<file path="src/rtl/nes_pad_reader.sv">
// Host-side NES controller poller: drives latch/clock to a 4021 pad and shifts in
// eight active-low button bits, publishing them active-high on btns.
module nes_pad_reader #(
    parameter int HALF_PERIOD = 6,
    parameter int POLL_PERIOD = 200000
) (
    input  logic       clk,
    input  logic       rst,
    input  logic       poll_req,
    input  logic       pad_data,
    output logic       pad_latch,
    output logic       pad_clk,
    output logic [7:0] btns,
    output logic       btns_valid,
    output logic       busy
);

    localparam int DIV_W = ($clog2(2 * HALF_PERIOD) < 3) ? 3 : $clog2(2 * HALF_PERIOD);
    localparam logic [DIV_W-1:0] LATCH_LD = DIV_W'(2 * HALF_PERIOD - 1);
    localparam logic [DIV_W-1:0] HALF_LD  = DIV_W'(HALF_PERIOD - 1);

    typedef enum logic [2:0] {
        S_IDLE,
        S_LATCH,
        S_LOW,
        S_HIGH,
        S_DONE
    } state_t;

    state_t           state_q;
    logic [DIV_W-1:0] div_q;
    logic [2:0]       idx_q;
    logic [7:0]       shift_q;
    logic             sync1_q;
    logic             data_s_q;
    logic             latch_q;
    logic             pclk_q;
    logic [7:0]       btns_q;
    logic             valid_q;
    logic             busy_q;
    logic             wrap;

    generate
        if (POLL_PERIOD > 0) begin : g_auto
            localparam int PW = (POLL_PERIOD > 1) ? $clog2(POLL_PERIOD) : 1;
            logic [PW-1:0] poll_q;
            assign wrap = (poll_q == PW'(POLL_PERIOD - 1));
            always_ff @(posedge clk) begin
                if (rst || wrap) poll_q <= '0;
                else             poll_q <= poll_q + PW'(1);
            end
        end else begin : g_noauto
            assign wrap = 1'b0;
        end
    endgenerate

    always_ff @(posedge clk) begin
        if (rst) begin
            sync1_q  <= 1'b1;
            data_s_q <= 1'b1;
            state_q  <= S_IDLE;
            div_q    <= '0;
            idx_q    <= '0;
            shift_q  <= '1;
            latch_q  <= 1'b0;
            pclk_q   <= 1'b0;
            btns_q   <= '0;
            valid_q  <= 1'b0;
            busy_q   <= 1'b0;
        end else begin
            sync1_q  <= pad_data;
            data_s_q <= sync1_q;
            valid_q  <= 1'b0;
            case (state_q)
                S_IDLE: begin
                    if (poll_req || wrap) begin
                        state_q <= S_LATCH;
                        div_q   <= LATCH_LD;
                        latch_q <= 1'b1;
                        busy_q  <= 1'b1;
                    end
                end
                S_LATCH: begin
                    if (div_q == '0) begin
                        state_q <= S_LOW;
                        div_q   <= HALF_LD;
                        idx_q   <= '0;
                        latch_q <= 1'b0;
                    end else begin
                        div_q <= div_q - 1'b1;
                    end
                end
                S_LOW: begin
                    if (div_q == '0) begin
                        shift_q[idx_q] <= data_s_q;
                        if (idx_q == 3'd7) begin
                            // Last bit is folded in here so btns is already valid during DONE.
                            state_q <= S_DONE;
                            div_q   <= '0;
                            btns_q  <= ~{data_s_q, shift_q[6:0]};
                            valid_q <= 1'b1;
                        end else begin
                            state_q <= S_HIGH;
                            div_q   <= HALF_LD;
                            pclk_q  <= 1'b1;
                        end
                    end else begin
                        div_q <= div_q - 1'b1;
                    end
                end
                S_HIGH: begin
                    if (div_q == '0) begin
                        state_q <= S_LOW;
                        div_q   <= HALF_LD;
                        idx_q   <= idx_q + 3'd1;
                        pclk_q  <= 1'b0;
                    end else begin
                        div_q <= div_q - 1'b1;
                    end
                end
                S_DONE: begin
                    state_q <= S_IDLE;
                    busy_q  <= 1'b0;
                end
                default: state_q <= S_IDLE;
            endcase
        end
    end

    assign pad_latch  = latch_q;
    assign pad_clk    = pclk_q;
    assign btns       = btns_q;
    assign btns_valid = valid_q;
    assign busy       = busy_q;

endmodule

</file>
<file path="config.mk">
export PLATFORM = sky130hd
export DESIGN_NAME = nes_pad_reader
export DESIGN_NICKNAME = d
export VERILOG_FILES = /design/src/rtl/nes_pad_reader.sv
export SDC_FILE = /design/constraint.sdc
export NUM_CORES = 1
export LEC_CHECK = 0
export CAP_MARGIN = 20
export CORE_UTILIZATION = 50
export DETAILED_ROUTE_END_ITERATION = 8
export GPL_ROUTABILITY_DRIVEN = 0
export PLACE_DENSITY = 0.79
export SYNTH_ARGS = -nofsm -noshare
export SYNTH_HDL_FRONTEND = slang
export SYNTH_SLANG_ARGS = --single-unit
</file>
<file path="constraint.sdc">
create_clock -name clk -period 3.1 [get_ports clk]
set_input_delay 0.31 -clock clk [delete_from_list [all_inputs] [get_ports clk]]
set_output_delay 0.31 -clock clk [all_outputs]
set_load 0.05 [all_outputs]
</file>
# After elaboration in Yosys (flattened, before gate mapping)
# Index checks and enable logic that the tools add are counted.
word_totals:
  ff_bits: 50
  input_bits: 4
  out_inout_bits: 12
  wordCells: 76
classes:
  add_sub_neg: 3
  magnitude_cmp: 2
  n_eq_ne: 12
  mux: 24
  bitwise: 3
  n_reduce_logical: 20
op_table:
  columns: ["operator", "n"]
  rows:
  - ["3-bit 2-to-1 mux", 7]
  - ["18-bit by 1-bit adder with 18-bit output (second input constant)", 1]
  - ["18-bit equality test (second input constant)", 1]
  - ["4-bit 2-to-1 mux", 3]
  - ["4-bit one-hot mux with 3 select lines", 1]
  - ["3-bit AND reduction", 4]
  - ["2-bit inequality test (second input constant)", 5]
  - ["3-bit one-hot mux with 3 select lines", 1]
  - ["8-bit bitwise mux", 1]
  - ["8-bit NOT", 1]
  - ["2-bit nonzero test", 4]
  - ["3-bit by 2-bit equality test with 1-bit output (second input constant)", 2]
  - ["3-bit equality test (second input constant)", 2]
  - ["1-bit 2-to-1 mux", 6]
  - ["1-bit one-hot mux with 2 select lines", 3]
  - ["3-bit one-hot mux with 2 select lines", 1]
  - ["2-bit AND reduction", 3]
  - ["4-bit zero test", 1]
  - ["3-bit by 4-bit < comparator with 1-bit output (second input constant)", 1]
  - ["4-bit AND reduction", 1]
  - ["4-bit by 1-bit subtractor with 4-bit output (second input constant)", 1]
  - ["3-bit by 1-bit adder with 3-bit output (second input constant)", 1]
  - ["1-bit demux with 3-bit select", 1]
  - ["3-bit by 1-bit equality test with 1-bit output (second input constant)", 1]
  - ["other kinds (9)", 11]

# Depth between registers and ports, before layout
# Gate-level depths: netlist of run 1.
logic_depth:
  word_depth: 5
  mapped_depth: 7
  mapped_depth_nobuf: 6

# Least setup slack after synthesis of run 1
# Ideal clock, no wire load.
synth_timing:
  kind: "register to register"
  startpoint: "reg div_q[0]"
  endpoint: "reg shift_q[3]"
  arrival_ps: 1480
  required_time_ps: 2966
  setup_slack_ps: 1486
  stages_incl_launch_ff: 7
  n_path_buf: 0
  synth_period_minus_slack_ps: 1614
  path_cell_list: "dfxtp_1 inv_1 ha_1 nor3b_2 nand3_1 or3b_1 mux2i_1"
synth_via:
  elab_chain_cells: 2
synth_lines:
  columns: ["item", "line_no", "text"]
  rows:
  - ["start, declared", "31", "logic [DIV_W-1:0] div_q;"]
  - ["start signal, assigned", "90", "div_q <= div_q - 1'b1;"]
  - ["start signal, assigned", "108", "div_q <= div_q - 1'b1;"]
  - ["start signal, assigned", "118", "div_q <= div_q - 1'b1;"]
  - ["4-bit zero test", "94", "if (div_q == '0) begin"]
  - ["2-bit AND reduction (no source line)", null, null]
  - ["end signal, assigned by index", "95", "shift_q[idx_q] <= data_s_q;"]
  - ["end, declared", "33", "logic [7:0] shift_q;"]
# Every way passes these cells.
# A chain may end at the register's enable or synchronous reset.

# Worst setup path after layout of run 1
layout_timing:
  startpoint: "reg div_q[0]"
  endpoint: "reg btns_q[2] (netlist: btns[2])"
layout_via:
  elab_chain_cells: 2
layout_lines:
  columns: ["item", "line_no", "text"]
  rows:
  - ["4-bit zero test", "94", null]
  - ["3-bit AND reduction (no source line)", null, null]
  - ["end signal, assigned", "100", "btns_q <= ~{data_s_q, shift_q[6:0]};"]
  - ["end, declared", "38", "logic [7:0] btns_q;"]
# Every way passes these cells.

==> summary.txt, run 1 <==
Final layout
  • Diodes inserted: 0
  • Fin nets: 276
  • Fillers: 384
  • Fraction of layout cells with a size suffix above 1: 0.101
  • Area growth syn-to-layout: 13.5%
  • Fin util: 0.591
  • Most common cell after layout, fill and taps aside: dfxtp_1
  • Commonest non-fill, non-tap cells in the layout: dfxtp_1, nor2_1, nand2_1, a21oi_1, clkdlybuf4s50_1

Synth
  • #FFs+latches synth: 49
  • Syn Std Cell Area: 2250 um^2
  • Most used DFF post-synth: dfxtp_1
  • Asr flop ratio synth: 0
  • Post-synth cell types: 44
  • Post-synth EDFFs: 0
  • Ys Warns: 0
  • Syn Inst Count: 254
  • Syn_area_per_cell: 8.86 um^2
  • Seq/Total Area, Yosys: 0.436
  • Syn_nets: 263

Drt
  • Drt first pass iters: 4
  • Final ANT Viol Nets: 0
  • DRC: 0
  • Post-DR vias/cell: 5.56
  • DR WL/cell: 13.4 um
  • Initial DRC Count: 81
  • Total Wirelength: 4.27 mm
  • Via Count: 1778

CTS
  • CTS root buffer: clkbuf_8
  • CTS Buf Count: 5
  • # hold bufs at CTS: 0
  • Clock Path Buffers: 2
  • Setup bufs post-CTS: 0
  • CTS resizes: 0
  • Clock latency on the worst-skew pair: 0.30 ns
  • Clk sinks: 49
  • CTS tree: done
  • Clock slew seen by the registers of the worst setup and hold paths: 0.10 ns
  • H-tree levels: 2

Pwr
  • Leak Pwr: 0.867 nW
  • PwrDens: 546 nW/um^2
  • Max VDD drop: 405 uV

Global route
  • Largest net degree at the start of global routing: 23
  • Gr usage total: 0.191
  • Antenna violations before repair: 0
  • Vias in the first global route: 1659
  • Total grt overflow: 0
  • First-pass GRT wire length: 7.49 mm

STA
  • Min Hold Slack: 0.423 ns
  • Min Tclk post-route: 2.13 ns
  • RSZ-0062 raised after global routing: no
  • Fin. Hold Viols: 0
  • Fmax: 0.469 GHz
  • Slew Viols, Final: 0
  • Clk_skew: 0.00519 ns
  • Setup TNS: 0 ns
  • Period utilization: 0.688
  • Worst slew pin tran: 0.795 ns
  • Setup violations, final: 0
  • Slew Limit Headroom: 0.468

Critical path
  • Crit path required time: 3.32 ns
  • Crit. End Element: flop
  • Reg2Reg Depth: 6
  • CP Launch Point: div_q[0]
  • Setup crit start kind: flop
  • Reg2reg start: div_q[0]
  • CP arrival: 2.35 ns
  • Critical Path Fanout Max: 19
  • FF-to-FF End: btns[2]
  • Flop2flop setup slack: 0.97 ns
  • CP Capture Point: btns[2]
  • Worst Path Class, Setup: flop to flop

Flow run
  • # Max-Cap Violations: 0

Outcome
  • Status: finished clean

Die
  • Die ar.: 4770 um^2
  • Die Width: 69.1 um
  • Initial Utilization: 0.520
  • Die Span Y: 69.1 um
  • Core Area: 4320 um^2
  • IO Count: 16
  • # rows: 24

Worst hold path
  • Hold Crit Class: flop to flop

Place
  • Dpl hpwl: 2.86 mm
  • Number of port buffers: 15
==> worst min path at each step <==
stage	cells past startpoint	slack (ns)	startpoint	end
floorplan	1	0.39	sync1_q	data_s_q
global placement	1	0.39	sync1_q	data_s_q
detailed placement	1	0.40	sync1_q	data_s_q
CTS	1	0.43	sync1_q	data_s_q
global route	1	0.44	sync1_q	data_s_q
finish	1	0.42	sync1_q	data_s_q
==> registers in the layout, indices dropped and copies added (netlist names) <==
register and cells:
pad_clk 1, busy 1, div_q 4, shift_q 7
btns_valid 1, idx_q 3, sync1_q 1, data_s_q 1
pad_latch 1, g_auto.poll_q 18, state_q 3, btns 8
==> per-layer routing <==
layer	routed length (um)	up-vias	global-route usage
met3	93	2	0.0395
met2	2080	18	0.329
met1	2070	849	0.241
met5	0	-	0
met4	27	0	0.0522
li1	-	909	-
==> worst max-delay path, stage by stage, from the launching register on <==
cell and delay, ns:
dfxtp_1 0.33, inv_1 0.11, ha_1 0.23, nor3b_2 0.31
nand3_1 0.49, or2_2 0.46, a21oi_1 0.12
==> cells by family after synthesis <==
group / count (synthesis) / synth area share
compound gates: 37 / 0.102
xor+xnor: 14 / 0.0545
simple gates: 120 / 0.295
mux: 10 / 0.0445
flops: 49 / 0.436
buf+inv: 19 / 0.0400
fa+ha+maj: 5 / 0.0278
==> synthesized netlist by cell type, types with 3 or more instances <==
master | n | area share
dfxtp_1 | 49 | 0.44
o21ai_0 | 5 | 0.011
a21oi_1 | 18 | 0.040
or3b_1 | 3 | 0.012
mux2i_1 | 10 | 0.044
clkbuf_1 | 5 | 0.0083
xnor2_1 | 12 | 0.047
inv_1 | 9 | 0.015
nor4_1 | 6 | 0.017
nor3_1 | 7 | 0.016
a211oi_1 | 3 | 0.010
or2_2 | 11 | 0.031
nor2_1 | 37 | 0.062
ha_1 | 5 | 0.028
nand2_1 | 18 | 0.030
nand3_1 | 14 | 0.031
nor3b_1 | 4 | 0.013
==> cell type report <==
cell class / count / area (um^2) / share of cell area
multi-input cells: 186 / 1180 / 0.462
flip-flops and latches: 49 / 981 / 0.384
repair buffers: 16 / 158 / 0.0617
clock buffers: 5 / 68.8 / 0.0269
clock inverters: 3 / 68.8 / 0.0269
well taps: 52 / 65.1 / 0.0255
inverters: 9 / 33.8 / 0.0132
==> power by group <==
group          internal (W)  total (W)  switching (W)
Sequential         0.000654   0.000685      0.0000304
Clock              0.000325   0.000545       0.000220
Combinational     0.0000673   0.000166      0.0000983
==> stage by stage <==
step / setup slack, ns / total power (W) / cells / area, um^2
floorplan: 1.49 / 0.000819 / 254 / 2250
global placement: 1.07 / 0.000858 / 312 / 2420
detailed placement: 0.947 / 0.000861 / 312 / 2420
CTS: 0.928 / 0.00140 / 320 / 2550
global route: 0.688 / 0.00145 / 320 / 2550
finish: 0.967 / 0.00140 / 320 / 2550
Note: power is estimated with default switching activity, not from simulation.
==> inputs of run 2 (changes only) <==
- clock period: 3.1 -> 2.1 ns (I/O delays scaled with it)
==> run 2 against run 1 <==
Compared with the run above: the run now ends with DRC left; first-iteration DRC count fell by 9.9%; register-to-register slack got worse by 0.70 ns; maximum frequency rose by 16%; non-clock buffer count rose by 2; global-route usage fell by 0.98 points; sequential share of layout area rose by 0.53 points; critical path type unchanged; count of clock-buffer cells in the layout rose by 1; routed wire length fell by 5.0%; critical path depth did not move.
==> summary.txt, run 2 (synthesis results as in run 1) <==
STA
  • Min Tclk post-route: 1.84 ns
  • Setup violations, final: 0
  • RSZ-0062 raised after global routing: no
  • Worst slew pin tran: 0.508 ns
  • Clk_skew: 0.0105 ns
  • Period utilization: 0.875
  • Setup TNS: 0 ns
  • Final setup margin: 0.262 ns
  • Slew Limit Headroom: 0.660
  • Fmax: 0.544 GHz
  • Fin. Hold Viols: 0
  • Slew Viols, Final: 0

Critical path
  • Reg2Reg Depth: 6
  • Worst Path Class, Setup: flop to flop
  • Reg2reg start: div_q[0]
  • Crit path required time: 2.27 ns
  • Critical Path Fanout Max: 5
  • Setup crit start kind: flop
  • Crit. End Element: flop
  • FF-to-FF End: shift_q[3]
  • CP arrival: 2.01 ns
  • Flop2flop setup slack: 0.26 ns

Final layout
  • Fillers: 413
  • Diodes inserted: 0
  • Area growth syn-to-layout: 12.0%
  • Most common cell after layout, fill and taps aside: dfxtp_1
  • Commonest non-fill, non-tap cells in the layout: dfxtp_1, nor2_1, nand2_1, a21oi_1, clkdlybuf4s50_1
  • Max reg flops: 18
  • Fin cells: 322
  • Fin nets: 278
  • Fin util: 0.582
  • Biggest register: g_auto.poll_q
  • Fraction of layout cells with a size suffix above 1: 0.104

Pwr
  • PwrDens: 715 nW/um^2
  • Comb power frac: 0.133
  • Clk pwr share: 0.305
  • Switching share of power: 0.278
  • Power Internal: 0.00130 W
  • Sequential share of power: 0.562
  • Max VDD drop: 501 uV
  • Leak Pwr: 0.845 nW
  • Final total power: 0.00180 W
  • Sw Pwr: 0.000500 W

CTS
  • Clock Path Buffers: 2
  • Setup bufs post-CTS: 0
  • H-tree levels: 2
  • CTS root buffer: clkbuf_8
  • Clock latency on the worst-skew pair: 0.30 ns
  • Clk sinks: 49
  • Clock slew seen by the registers of the worst setup and hold paths: 0.09 ns
  • # hold bufs at CTS: 0
  • CTS resizes: 0
  • CTS tree: done
  • CTS Buf Count: 5

Die
  • Core Area: 4320 um^2
  • IO Count: 16
  • Die Width: 69.1 um
  • Die ar.: 4770 um^2
  • # rows: 24
  • Die Span Y: 69.1 um
  • Initial Utilization: 0.520

Outcome
  • Failing checks: DRC
  • Status: finished with violations

Worst hold path
  • Worst Hold Path Cells: 1
  • Worst hold start: sync1_q
  • Hold Crit Class: flop to flop
  • WHS Endpoint: data_s_q

Global route
  • Largest net degree at the start of global routing: 25
  • Gr usage total: 0.181
  • Vias in the first global route: 1595
  • First-pass GRT wire length: 7.07 mm
  • Antenna violations before repair: 0
  • Total grt overflow: 0

Place
  • Dpl hpwl: 2.82 mm
  • Inst Count DP: 314
  • Pre-CTS setup slack: 0.281 ns
  • Number of port buffers: 15

Drt
  • Post-DR vias/cell: 5.39
  • Final ANT Viol Nets: 0
  • Initial DRC Count: 73
  • Drt first pass iters: 8
  • DR WL/cell: 12.6 um
  • DRC: 1
  • Via Count: 1734
  • Total Wirelength: 4.06 mm

Flow run
  • # Max-Cap Violations: 0
==> run 2: cell types whose count changed in the layout (fill, tap and decap cells not counted), sizes merged <==
cell,before,now
buf,1,3
bufinv,2,0
clkbuf,5,6
clkinvlp,0,2
inv,10,9
==> run 2: layout make-up <==
| cell class | count | area, um^2 | share of cell area |
|---|---|---|---|
| clock buffer | 6 | 72.6 | 0.0288 |
| clock inverter | 2 | 15.0 | 0.00596 |
| inverter | 9 | 33.8 | 0.0134 |
| multi-input combinational | 186 | 1180 | 0.468 |
| sequential | 49 | 981 | 0.389 |
| tap | 52 | 65.1 | 0.0258 |
| timing repair buffer | 18 | 173 | 0.0686 |
==> run 2: worst max-delay path: stages (launching register included) <==
cell,delay [ns]
dfxtp_1,0.33
inv_1,0.11
ha_1,0.22
nor3b_2,0.32
nand3_1,0.19
or3b_1,0.42
mux2i_1,0.12
==> run 2: worst max-delay path by stage <==
stage / startpoint / to / slack, ns / cells past startpoint
after floorplan: div_q[0] / shift_q[3] / 0.49 / 6
after global placement: g_auto.poll_q[0] / div_q[2] / 0.30 / 5
after detailed placement: div_q[0] / shift_q[3] / 0.28 / 6
after CTS: div_q[0] / shift_q[3] / 0.26 / 6
after global routing: g_auto.poll_q[0] / g_auto.poll_q[3] / 0.09 / 5
final: div_q[0] / shift_q[3] / 0.26 / 6
==> run 2: layer usage <==
| layer | share of wire | wire (um) | global-route usage |
|---|---|---|---|
| met5 | 0 | 0 | 0 |
| met4 | 0.013 | 51 | 0.0680 |
| met3 | 0.038 | 156 | 0.0395 |
| met1 | 0.50 | 2030 | 0.242 |
| met2 | 0.45 | 1820 | 0.286 |
==> run 2: through the flow <==
stage               hold WS [ns]  instance area (um^2)
detailed placement         0.403                  2430
finish                     0.425                  2520
global route               0.450                  2520
global placement           0.397                  2430
CTS                        0.426                  2520
floorplan                  0.314                  2250
==> run 2: power by group through the flow <==
stage	Combinational, W	Sequential (W)	Clock [W]
floorplan	0.000168	0.00104	0
global placement	0.000237	0.00103	0
detailed placement	0.000239	0.00103	0
CTS	0.000239	0.00101	0.000572
global route	0.000266	0.00102	0.000608
finish	0.000240	0.00101	0.000549
==> inputs of run 3 (changes only) <==
- CAP_MARGIN: 20 -> default
==> results of run 3 <==
The final DEF is identical to that of run 2; final timing and power are the same.
